File: config.mk
export PLATFORM = sky130hd
export DESIGN_NAME = clk_div_monitor
export DESIGN_NICKNAME = d
export VERILOG_FILES = /design/src/rtl/clk_mon_pkg.sv /design/src/rtl/clk_div_monitor_edge_sync.sv /design/src/rtl/clk_div_monitor.sv
export SDC_FILE = /design/constraint.sdc
export NUM_CORES = 1
export LEC_CHECK = 0
export ABC_CLOCK_PERIOD_IN_PS = 2650
export BUFFER_PORTS_ARGS = -buffer_cell sky130_fd_sc_hd__buf_2
export CAP_MARGIN = 20
export CORE_MARGIN = 1.5
export CORE_UTILIZATION = 58
export CTS_CLUSTER_SIZE = 10
export DETAILED_ROUTE_END_ITERATION = 10
export MAX_ROUTING_LAYER = met4
export PLACE_DENSITY = 0.79
export SYNTH_ARGS = -nofsm -noshare
export SYNTH_HDL_FRONTEND = slang
export SYNTH_SLANG_ARGS = --single-unit
File: constraint.sdc
create_clock -name clk_i -period 2.65 [get_ports clk_i]
set_input_delay 0.265 -clock clk_i [delete_from_list [all_inputs] [get_ports clk_i]]
set_output_delay 0.265 -clock clk_i [all_outputs]
set_load 0.05 [all_outputs]
File: src/rtl/clk_mon_pkg.sv
// Shared defaults and helpers for the divided-clock monitor.
package clk_mon_pkg;
  localparam int DEF_EXP_PERIOD = 6;
  localparam int DEF_EXP_HIGH   = 3;
  localparam int DEF_TOL        = 1;
  localparam int DEF_LOCK_CNT   = 4;
  localparam int DEF_TIMEOUT    = 64;

  function automatic int unsigned abs_diff(input int unsigned a, input int unsigned b);
    return (a > b) ? (a - b) : (b - a);
  endfunction
endpackage

File: src/rtl/clk_div_monitor_edge_sync.sv
// Synchronizes the divided clock into clk_i and emits registered rise/fall strobes.
module edge_sync #(
  parameter int STAGES = 2
) (
  input  logic clk_i,
  input  logic rst,
  input  logic d,
  output logic rise,
  output logic fall
);
  logic [STAGES-1:0] sync;
  logic              prev;
  logic              s;

  assign s = sync[STAGES-1];

  always_ff @(posedge clk_i) begin
    if (rst) begin
      sync <= '0;
      prev <= 1'b0;
      rise <= 1'b0;
      fall <= 1'b0;
    end else begin
      sync <= STAGES'({sync, d});
      prev <= s;
      rise <= s & ~prev;
      fall <= ~s & prev;
    end
  end
endmodule

File: src/rtl/clk_div_monitor.sv
// Measures period/high time of a sampled divided clock; reports lock, stall and errors.
module clk_div_monitor
  import clk_mon_pkg::*;
#(
  parameter int SYNC_STAGES = 2,
  parameter int CW          = 8,
  parameter int EXP_PERIOD  = DEF_EXP_PERIOD,
  parameter int EXP_HIGH    = DEF_EXP_HIGH,
  parameter int TOL         = DEF_TOL,
  parameter int LOCK_CNT    = DEF_LOCK_CNT,
  parameter int TIMEOUT     = DEF_TIMEOUT
) (
  input  logic          clk_i,
  input  logic          rst,
  input  logic          div_clk_i,
  input  logic          clr_i,
  output logic          rise_o,
  output logic          fall_o,
  output logic [CW-1:0] period_o,
  output logic [CW-1:0] high_o,
  output logic          meas_valid_o,
  output logic          locked_o,
  output logic          stalled_o,
  output logic          err_o
);
  localparam int MW = $clog2(LOCK_CNT + 1);
  localparam logic [CW-1:0] CNT_MAX = '1;
  localparam logic [CW-1:0] TO_C    = CW'(TIMEOUT);
  localparam int unsigned   EP_U    = EXP_PERIOD;
  localparam int unsigned   EH_U    = EXP_HIGH;
  localparam int unsigned   TOL_U   = TOL;

  logic          rise_r, fall_r;
  logic [CW-1:0] cnt, high_nxt;
  logic [MW-1:0] match_cnt;
  logic          armed, seen, fell;
  logic          arise, meas, good, err_set;

  edge_sync #(.STAGES(SYNC_STAGES)) u_sync (
    .clk_i(clk_i),
    .rst  (rst),
    .d    (div_clk_i),
    .rise (rise_r),
    .fall (fall_r)
  );

  // Rises before the first fall are not trusted as a period start, so they are hidden too.
  assign arise   = rise_r & armed;
  assign rise_o  = arise;
  assign fall_o  = fall_r;
  assign meas    = arise & seen & fell;
  assign good    = (abs_diff(32'(cnt), EP_U) <= TOL_U) &&
                   (abs_diff(32'(high_nxt), EH_U) <= TOL_U);
  assign err_set = (meas & ~good) | (arise & seen & ~fell);

  always_ff @(posedge clk_i) begin
    if (rst) begin
      cnt          <= '0;
      high_nxt     <= '0;
      match_cnt    <= '0;
      armed        <= 1'b0;
      seen         <= 1'b0;
      fell         <= 1'b0;
      period_o     <= '0;
      high_o       <= '0;
      meas_valid_o <= 1'b0;
      locked_o     <= 1'b0;
      stalled_o    <= 1'b0;
      err_o        <= 1'b0;
    end else begin
      meas_valid_o <= 1'b0;
      if (arise)               cnt <= CW'(1);
      else if (cnt != CNT_MAX) cnt <= cnt + 1'b1;

      if (fall_r) begin
        armed <= 1'b1;
        fell  <= 1'b1;
        if (seen) high_nxt <= cnt;
      end

      if (arise) begin
        seen      <= 1'b1;
        fell      <= 1'b0;
        stalled_o <= 1'b0;
        if (meas) begin
          period_o     <= cnt;
          high_o       <= high_nxt;
          meas_valid_o <= 1'b1;
          if (good) begin
            if (int'(match_cnt) < LOCK_CNT) match_cnt <= match_cnt + 1'b1;
            locked_o <= (int'(match_cnt) + 1 >= LOCK_CNT);
          end else begin
            match_cnt <= '0;
            locked_o  <= 1'b0;
          end
        end
      end else if (cnt == TO_C) begin
        // Stall drops all history; the next period start must re-arm from a fall.
        stalled_o <= 1'b1;
        locked_o  <= 1'b0;
        match_cnt <= '0;
        seen      <= 1'b0;
        armed     <= 1'b0;
      end

      if (err_set)    err_o <= 1'b1;
      else if (clr_i) err_o <= 1'b0;
    end
  end
endmodule

* Word level (Yosys, flattened, before mapping)
Cells that the tools add are included.
** Storage, ports and cells
- Flip-flop bits (word level) :: 47
- Logic and storage cells :: 77
** Cells by class
- Add/sub/neg operators :: 7
- Order comparisons :: 6
- Eq/ne operators :: 4
- Multiplexer cells :: 20
- Bitwise operators :: 13
- Reduce and logical (&&, ||, !) cells :: 10
** Operators by type and width (count)
- $le 32x1->1 const B :: 2
- $mux 32 :: 2
- $mux 3 :: 5
- $mux 1 :: 13
- $sub 2x8->9 const A :: 1
- $sub 3x8->9 const A :: 1
- $sub 8x2->9 const B :: 1
- $sub 8x3->9 const B :: 1
- $add 8x1->8 const B :: 1
- $eq 8x7->1 const B :: 1
- $gt 8x2->1 const B :: 1
- $gt 8x3->1 const B :: 1
- $ne 8x8->1 const B :: 1
- $and 1x1->1 :: 7
- $reduce_and 2->1 :: 3
- $reduce_bool 2->1 :: 3
- $not 1->1 :: 5
- $add 3x1->4 const B :: 1
- $ge 4x3->1 const B :: 1
- $reduce_or 2->1 :: 2
- $add 3x1->3 const B :: 1
- $lt 3x3->1 const B :: 1
- $ne 3x2->1 const B :: 1
- $reduce_and 3->1 :: 1
- 3 further kinds :: 3

* Longest topological paths before layout
Gate-level depths: netlist of the first run.
- Depth after elaboration :: 8
- Gate-level depth with buffers :: 9
- Depth with buffers taken out :: 8

* Modules after synthesis
From an unflattened synthesis of the first run, not the netlist that was laid out.
** Unflattened totals
- Cells, all modules :: 279
- Area total of the unflattened synthesis :: 2294.7 um^2
** Modules (own cells, without submodules)
- clk_div_monitor :: instances 1, cells each 269, area an instance 2160.8 um^2, sequential area each 840.8 um^2
- edge_sync :: instances 1, cells each 10, area an instance 133.9 um^2, sequential area each 100.1 um^2

* Worst setup path before layout of the first run
No wires, ideal clock.
- Kind :: reg2reg
- Start :: register cnt[0]
- End :: register err_o
- Library setup time :: 135 ps
- Arrival :: 2098 ps
- Required time :: 2515 ps
- Path slack :: 417 ps
- Cell stages (with the launch flop) :: 10
- Cell sequence :: dfxtp_1 -> clkbuf_1 -> inv_1 -> ha_1 -> a21bo_2 -> and3_1 -> mux2_2 -> a21oi_2 -> nor4_4 -> a311oi_1
** On the way
- Word-level cells in the longest chain between the ends :: 8
** Ends and longest elaborated chain
- start: declaration :: RTL line clk_div_monitor.sv:34 : logic [CW-1:0] cnt, high_nxt;
- start signal: assignment :: RTL line clk_div_monitor.sv:73 : else if (cnt != CNT_MAX) cnt <= cnt + 1'b1;
- $sub 3x8->9 (tied with other cells) :: RTL line clk_mon_pkg.sv:10 : return (a > b) ? (a - b) : (b - a);
- $mux 32 * :: RTL line clk_mon_pkg.sv:10
- $le 32x1->1 * :: RTL line clk_div_monitor.sv:52 : assign good = (abs_diff(32'(cnt), EP_U) <= TOL_U) &&
- $logic_and 1x1->1 * :: RTL line clk_div_monitor.sv:52
- $not 1->1 * :: RTL line clk_div_monitor.sv:54 : assign err_set = (meas & ~good) | (arise & seen & ~fell);
- $and 1x1->1 * :: RTL line clk_div_monitor.sv:54
- $or 1x1->1 * :: RTL line clk_div_monitor.sv:54
- $mux 1 or $reduce_bool 2->1 (tied branches)
- end signal: assignment :: RTL line clk_div_monitor.sv:69 : err_o <= 1'b0;
- end signal: assignment :: RTL line clk_div_monitor.sv:106 : if (err_set) err_o <= 1'b1;
- end signal: assignment :: RTL line clk_div_monitor.sv:107 : else if (clr_i) err_o <= 1'b0;
- end: declaration :: RTL line clk_div_monitor.sv:24 : output logic err_o
Mark *: on every way between the ends. The rest lies on a longest branch, timed or not.
A chain may end at the register's enable or synchronous reset.

* Final worst setup path of the first run
- Start :: register high_nxt[3]
- End :: register err_o
** On the way
- Word-level cells in the longest chain between the ends :: 8
** Ends and longest elaborated chain
- start: declaration :: RTL line clk_div_monitor.sv:34
- start signal: assignment :: RTL line clk_div_monitor.sv:78 : if (seen) high_nxt <= cnt;
- $sub 2x8->9 (tied with other cells) :: RTL line clk_mon_pkg.sv:10
- $mux 32 * :: RTL line clk_mon_pkg.sv:10
- $le 32x1->1 * :: RTL line clk_div_monitor.sv:53 : (abs_diff(32'(high_nxt), EH_U) <= TOL_U);
- $logic_and 1x1->1 * :: RTL line clk_div_monitor.sv:52
- $not 1->1 * :: RTL line clk_div_monitor.sv:54
- $and 1x1->1 * :: RTL line clk_div_monitor.sv:54
- $or 1x1->1 * :: RTL line clk_div_monitor.sv:54
- $mux 1 or $reduce_bool 2->1 (tied branches)
Marks and branches as above.

==> results by group, run 1 <==
Yosys
  – Area leader, netlist: dfxtp_1
  – Syn_nets: around 300
  – Yosys Warn Count: 0
  – Post-synth ARST share: 0
  – Post-synthesis sequential area ratio: 0.406
  – Synth area leaders: dfxtp_1, nand2_1, a21oi_1
  – Mapped Area: 0.00232 sq mm
  – Synthesis-stage register bit count: 47
  – Post-synth EDFFs: 0
  – Mean post-synth cell area: between 8 and 9 sq um
  – Synth Flop Type: dfxtp_1
  – Netlist cell types: 55
  – Mapped Cells: around 290
  – Post-synth top area share: 0.406

STA
  – Fin Hold WS: roughly 0.18 ns
  – Fmax: 449 MHz
  – Slew Viols, Final: 0
  – Setup Total Neg Slack: 0 ns
  – Unrepaired setup endpoints after global routing: no
  – Fin crit share: 0.840
  – Slew margin rel.: 0.584
  – Final setup violation count: 0
  – Final Hold Vio Count: 0
  – Min cycle time layout: roughly 2.2 ns
  – Final setup margin: about 0.42 ns
  – Final Skew: between 0.008 and 0.009 ns
  – Worst-Margin Slew: between 0.6 and 0.7 ns

Placement
  – DP Area: between 0.002 and 0.0025 sq mm
  – Post-place setup slack: 0.445 ns
  – Hpwl dp: roughly 3400 um
  – Routability cong.: 0.886
  – Input/output buffers: 25

Worst setup path
  – CP Launch Type: flip-flop
  – Worst Setup EP: err_o
  – Max FO, Critical Path: 9
  – Crit Path Category: flip-flop to flip-flop
  – Worst r2r path cells: 8
  – Worst path cell trace: inv_1 -> ha_1 -> or4b_1 -> o221ai_1 -> o311a_2 -> nand3_2 -> nor4_4 -> a311oi_1
  – Number of buffer and inverter stages on the critical path: 1
  – Critical Path Sink Type: flip-flop
  – Crit path required time: between 2 and 3 ns
  – Reg2reg start: high_nxt[3]
  – Arr. time, crit path: between 2 and 2.5 ns
  – Worst reg2reg setup slack: between 0.4 and 0.5 ns
  – Worst setup startpoint: high_nxt[3]
  – Slowest stage cell, crit path: or4b_1
  – FF-to-FF End: err_o
  – Slowest stage delay, CP: around 0.45 ns
  – Top delay family on crit path: simple AND/OR/NAND/NOR gates
  – Crit. path cell count: 8

Layout
  – Util after Layout: 0.686
  – Commonest cells after routing, fill and taps aside: nand2_1, dfxtp_1, a21oi_1, buf_2, nor2_1
  – Commonest non-fill, non-tap cell in the layout: nand2_1
  – Layout cells sized above 1: 0.171
  – Cell area after layout: between 0.002 and 0.003 sq mm
  – Total Nets Final: between 300 and 400
  – Multi-input logic area: 0.00125 sq mm
  – Area Growth Syn to Fin: 10.9%
  – Filler cells: 328
  – Antenna cells: 0
  – FF+latch area: around 940 sq um

Outcome
  – Status: finished clean

Drt
  – WL/cell: ~14 um
  – Via/cell ratio: around 5.8
  – Routed via count: 2048
  – Detailed-route wire length: a little under 5000 um
  – Pre-Repair DR Iteration Count: 4
  – Starting DRT DRC Count: 206
  – Post-route ant nets: 0
  – Residual DRC: 0

Clock network
  – CTS tree: done
  – H-tree depth: 2
  – Clk buf depth: 2
  – Postcts setup bufs: 0
  – Root Driver: clkbuf_8
  – Clock slew at reported path FFs: about 0.09 ns
  – Post-CTS Resized: 0
  – CTS Sinks: 47
  – CTS Buf Count: 5
  – Clk Latency, worst-skew pair: 0.30 ns
  – Post-cts hold buffer count: 0

Floorplanning
  – Die area: 0.00438 sq mm
  – Die Ht: roughly 66 um
  – Core area: around 0.0037 sq mm
  – Top Ports: 26
  – Starting Density: 0.619
  – Rows: 22
  – Die width: around 66 um

Global routing
  – Total grt overflow: 0
  – Initial antenna violation count: 0
  – Pin count of the biggest net entering global routing: 22
  – Vias in the first global route: 1839
  – First-pass GRT wire length: roughly 8200 um
  – GRT Total Usage: 0.251

Power
  – Leakage: roughly 0.001 uW
  – Pwr/cell area: 507 mW/mm^2
  – Maximum vdd drop: about 0.39 mV

Min path
  – Hold WC Path Type: input pin to flip-flop

Flow run
  – Max Cap Viol: 0
worst reg2reg max path: stages, from the launching register on:
cell and delay [ns]:
dfxtp_1 0.40, inv_1 0.12, ha_1 0.23, or4b_1 0.45, o221ai_1 0.20, o311a_2 0.22, nand3_2 0.09, nor4_4 0.26
a311oi_1 0.14
through the flow:
stage	std cells	total power [uW]
floorplan	286	787
global placement	345	805
detailed placement	345	805
CTS	352	1310
global route	352	1340
finish	352	1300
registers in the layout (all words and copies together) (netlist names), 2 cells and up:
signal / count
cnt: 8
high_nxt: 8
high_o: 8
period_o: 8
match_cnt: 3
u_sync.sync: 2
where the power goes:
group | total, uW | switching [uW] | leakage, uW | internal (uW)
logic | 73.3 | 45.4 | 0.000566 | 28.0
registers | 717 | 4.16 | 0.000380 | 712
clock network | 511 | 236 | 0.0000502 | 276
total | 1300 | 285 | 0.000996 | 1020
kinds of logic after synthesis:
group / share of synthesized area
fa+ha+maj: 0.0486
simple gates: 0.262
mux: 0.00486
xor+xnor: 0.0189
buf+inv: 0.0562
compound gates: 0.203
flops: 0.406
synth_stat cells (all sizes together) (2+ instances only):
| cell type | instances |
|---|---|
| nand2 | 53 |
| dfxtp | 47 |
| a21oi | 32 |
| nand3 | 18 |
| nor2 | 18 |
| clkbuf | 15 |
| inv | 10 |
| ha | 9 |
| o21ai | 7 |
| buf | 6 |
| nor2b | 6 |
| nor3 | 6 |
| nand4 | 5 |
| nor4 | 5 |
| nand2b | 4 |
| xnor2 | 4 |
| a32o | 3 |
| a2111oi | 2 |
| a211oi | 2 |
| a21o | 2 |
| a31oi | 2 |
| and3 | 2 |
| o2111ai | 2 |
| o211a | 2 |
| o221ai | 2 |
| o41ai | 2 |
worst min-delay path by stage:
stage	cells past startpoint	end	start
2_1_floorplan	1	u_sync.rise	u_sync.prev
3_3_place_gp	1	u_sync.rise	u_sync.prev
3_5_place_dp	1	u_sync.rise	u_sync.prev
4_1_cts	2	u_sync.sync[0]	div_clk_i
5_1_grt	2	u_sync.sync[0]	div_clk_i
6_report	2	u_sync.sync[0]	div_clk_i
layer usage:
metal	GRT usage	share of wire	up-vias
li1	-	-	1043
met1	0.325	0.48	938
met2	0.394	0.46	63
met3	0.0562	0.056	4
met4	0.0740	0.0055	0
met5	-	0	-
final cells by class:
type,count,share of cell area
Clock inverter,2,0.0146
Clock buffer,5,0.0268
Timing Repair Buffer,32,0.0692
Multi-Input combinational cell,208,0.485
Tap cell,48,0.0234
Inverter,10,0.0146
Sequential cell,47,0.366
Power figures use the tool's default switching activity.
==> run 2: changes to the inputs <==
ABC_AREA = 1   (was not set)
ABC_CLOCK_PERIOD_IN_PS = 2100   (was 2650)
clock period = 2.1 ns   (was 2.65 ns; I/O delays follow)
==> run 2 against run 1 <==
Effect of this change:
- first-iteration DRC count shrank 46%
- final cell count increased by 24%
- clock-buffer cell count did not move
- largest cell class unchanged
- via count grew 16%
- combinational power is 98% higher
- clock power up 33%
- area after synthesis rose by 6.5%
- wire length up 24%
- critical path depth up 6
- sequential power rose by 27%
- setup slack got worse by 0.36 ns
==> results by group, run 2 <==
Outcome
  – Status: finished clean

STA
  – Fin crit share: 0.969 (+0.129)
  – Unrepaired setup endpoints after global routing: yes
  – Setup Total Neg Slack: 0 ns (unchanged)
  – Final setup violation count: 0 (unchanged)
  – Slew margin rel.: 0.551 (-0.0330)
  – Min cycle time layout: 2.03 ns (-0.192 ns)
  – Worst-Margin Slew: 0.673 ns (+0.0487 ns)
  – Final Hold Vio Count: 0 (unchanged)
  – Final Skew: 0.00582 ns (-0.00230 ns)
  – Fmax: 491 MHz (+9.4%)
  – Slew Viols, Final: 0 (unchanged)

Drt
  – Residual DRC: 0 (unchanged)
  – Post-route ant nets: 0 (unchanged)
  – Via/cell ratio: 5.41 (-7.0%)
  – Routed via count: 2371 (+16%)
  – WL/cell: 14.0 um (-0.41%)
  – Starting DRT DRC Count: 112 (-46%)
  – Pre-Repair DR Iteration Count: 4 (unchanged)
  – Detailed-route wire length: 6130 um (+24%)

Yosys
  – Post-synthesis sequential area ratio: 0.381 (-0.0249)
  – Syn_nets: 358 (+20%)
  – Post-synth EDFFs: 0 (unchanged)
  – Synth Flop Type: dfxtp_1
  – Mapped Cells: 345 (+21%)
  – Yosys Warn Count: 0 (unchanged)
  – Most frequent cell after synthesis: nand2_1
  – Mean post-synth cell area: 7.16 sq um (-12%)
  – Post-synth top area share: 0.381 (-0.0249)
  – Post-synth top cells: nand2_1, dfxtp_1, inv_1, nor2_1, a21oi_1
  – Synth area leaders: dfxtp_1, nand2_1, a21oi_1
  – Netlist cell types: 31 (-44%)
  – Post-synth ARST share: 0 (unchanged)
  – Area leader, netlist: dfxtp_1
  – Mapped Area: 0.00247 sq mm (+6.5%)
  – Synthesis-stage register bit count: 47 (unchanged)

Layout
  – Cell area after layout: 0.00301 sq mm (+17%)
  – Total Nets Final: 400 (+26%)
  – Commonest cells after routing, fill and taps aside: nand2_1, dfxtp_1, inv_1, nor2_1, a21oi_1
  – Util after Layout: 0.743 (+0.0564)
  – Layout cells sized above 1: 0.294 (+0.123)
  – Antenna cells: 0 (unchanged)
  – Filler cells: 326 (-0.61%)
  – Final non-filler cell total: 438 (+24%)
  – Area Growth Syn to Fin: 22.0%
  – Commonest non-fill, non-tap cell in the layout: nand2_1

Min path
  – Hold WC Path Type: input pin to flip-flop

Worst setup path
  – Crit path required time: 2.35 ns (-0.48 ns)
  – Slowest stage delay, CP: 0.36 ns (-0.09 ns)
  – Critical Path Sink Type: flip-flop
  – Crit Path Category: flip-flop to flip-flop
  – Slowest stage cell, crit path: dfxtp_2
  – Max FO, Critical Path: 5 (-4)
  – Worst path cell trace: inv_4 -> ha_4 -> inv_2 -> nor3_4 -> nand2_4 -> nand2_4 -> buf_4 -> a21oi_2 -> nand4_1 -> nor2_4 -> nand2_2 -> nor2_4 -> nand2_2 -> a21oi_2
  – Worst reg2reg setup slack: 0.07 ns (-0.36 ns)
  – Arr. time, crit path: 2.28 ns (-0.12 ns)
  – CP Launch Type: flip-flop

Placement
  – Dpl cells: 418 (+21%)
  – DP Area: 0.00266 sq mm (+8.0%)
  – Input/output buffers: 25 (unchanged)
  – Routability cong.: 0.907 (+2.4%)
  – Hpwl dp: 4230 um (+23%)

Floorplanning
  – Die Ht: 68.2 um (+3.1%)
  – Rows: 23 (+4.5%)
  – Die area: 0.00466 sq mm (+6.2%)
  – Die width: 68.2 um (+3.1%)
  – Top Ports: 26 (unchanged)
  – Core area: 0.00406 sq mm (+8.4%)
  – Starting Density: 0.608 (-0.0106)

Global routing
  – Total grt overflow: 0 (unchanged)
  – First-pass GRT wire length: 9690 um (+18%)
  – Vias in the first global route: 2068 (+12%)
  – Initial antenna violation count: 0 (unchanged)
  – Pin count of the biggest net entering global routing: 31 (+41%)
  – GRT Total Usage: 0.292 (+0.0410)

Flow run
  – Max Cap Viol: 0 (unchanged)

Clock network
  – Root Driver: clkbuf_8
  – H-tree depth: 2 (unchanged)
  – CTS Buf Count: 5 (unchanged)
  – Post-cts hold buffer count: 0 (unchanged)
  – Clk Latency, worst-skew pair: 0.31 ns (about the same)
  – CTS tree: done
  – Clk buf depth: 2 (unchanged)
  – Clock slew at reported path FFs: 0.09 ns (about the same)
  – CTS Sinks: 47 (unchanged)

Power
  – Pwr/cell area: 576 mW/mm^2 (+14%)
  – Leakage: 0.00147 uW (+48%)
  – Maximum vdd drop: 0.478 mV (+23%)
==> run 2: kinds of logic (layout without fill, tap and decap cells) <==
kind of cell             Yosys count  count (layout)  synth area share
AO/OA/AOI/OAI                     75              75             0.161
XOR/XNOR                           6               6            0.0213
adder cells (fa/ha/maj)            9               9            0.0456
buffers and inverters             58             101            0.0978
flip-flops                        47              47             0.381
AND/OR/NAND/NOR                  150             150             0.293
==> run 2: critical path, delay by kind of cell, from the launching register on <==
kind	cells	cell delay [ns]
DFF	1	0.36
buffers and inverters	3	0.26
AOI/OAI and AO/OA	2	0.24
adders and majority gates	1	0.16
and+or+nand+nor	8	0.93
==> run 2: cell type report <==
class / count / area [sq um] / share of cell area
Multi-Input combinational cell: 240 / 1400 / 0.463
Sequential cell: 47 / 957 / 0.318
Timing Repair Buffer: 46 / 298 / 0.0988
Inverter: 47 / 184 / 0.0610
Clock buffer: 5 / 68.8 / 0.0228
Tap cell: 50 / 62.6 / 0.0208
Clock inverter: 3 / 47.5 / 0.0158
==> run 2: layer usage <==
| metal | GRT usage | wire length, um | up-vias |
|---|---|---|---|
| li1 | - | - | 1210 |
| met1 | 0.348 | 2770 | 1083 |
| met2 | 0.471 | 3000 | 63 |
| met3 | 0.0658 | 219 | 15 |
| met4 | 0.128 | 146 | 0 |
| met5 | - | 0 | - |
==> run 2: path summary, 6_finish.rpt <==
kind / depth (start not counted) / to / start
min reg2reg: 2 / u_sync.sync[1] / u_sync.sync[0]
max: 14 / locked_o / cnt[0]
min: 3 / u_sync.sync[0] / div_clk_i
max reg2reg: 14 / locked_o / cnt[0]
==> run 2: where the power goes <==
group          leakage (uW)  total, uW  switching, uW  internal, uW
clock             0.0000587        680            320           361
sequential         0.000384        910           10.5           899
combinational       0.00103        145           85.9          58.9
total               0.00147       1740            416          1320
==> run 2: what timing repair did <==
action | CTS | global route
buffers inserted | 0 | 12
pin swaps | 0 | 20
resized for setup | 2 | 43
cloned | 0 | 0
endpoints found under the setup margin | 2 | 6
==> run 2: per-stage QoR <==
stage	worst slack [ns]	hold slack [ns]	total power, uW
floorplan	0.191	0.317	1010
global placement	0.0963	0.402	1040
detailed placement	0.0194	0.403	1040
CTS	0.0438	0.102	1720
global route	-0.0554	0.0902	1810
finish	0.0654	0.103	1740
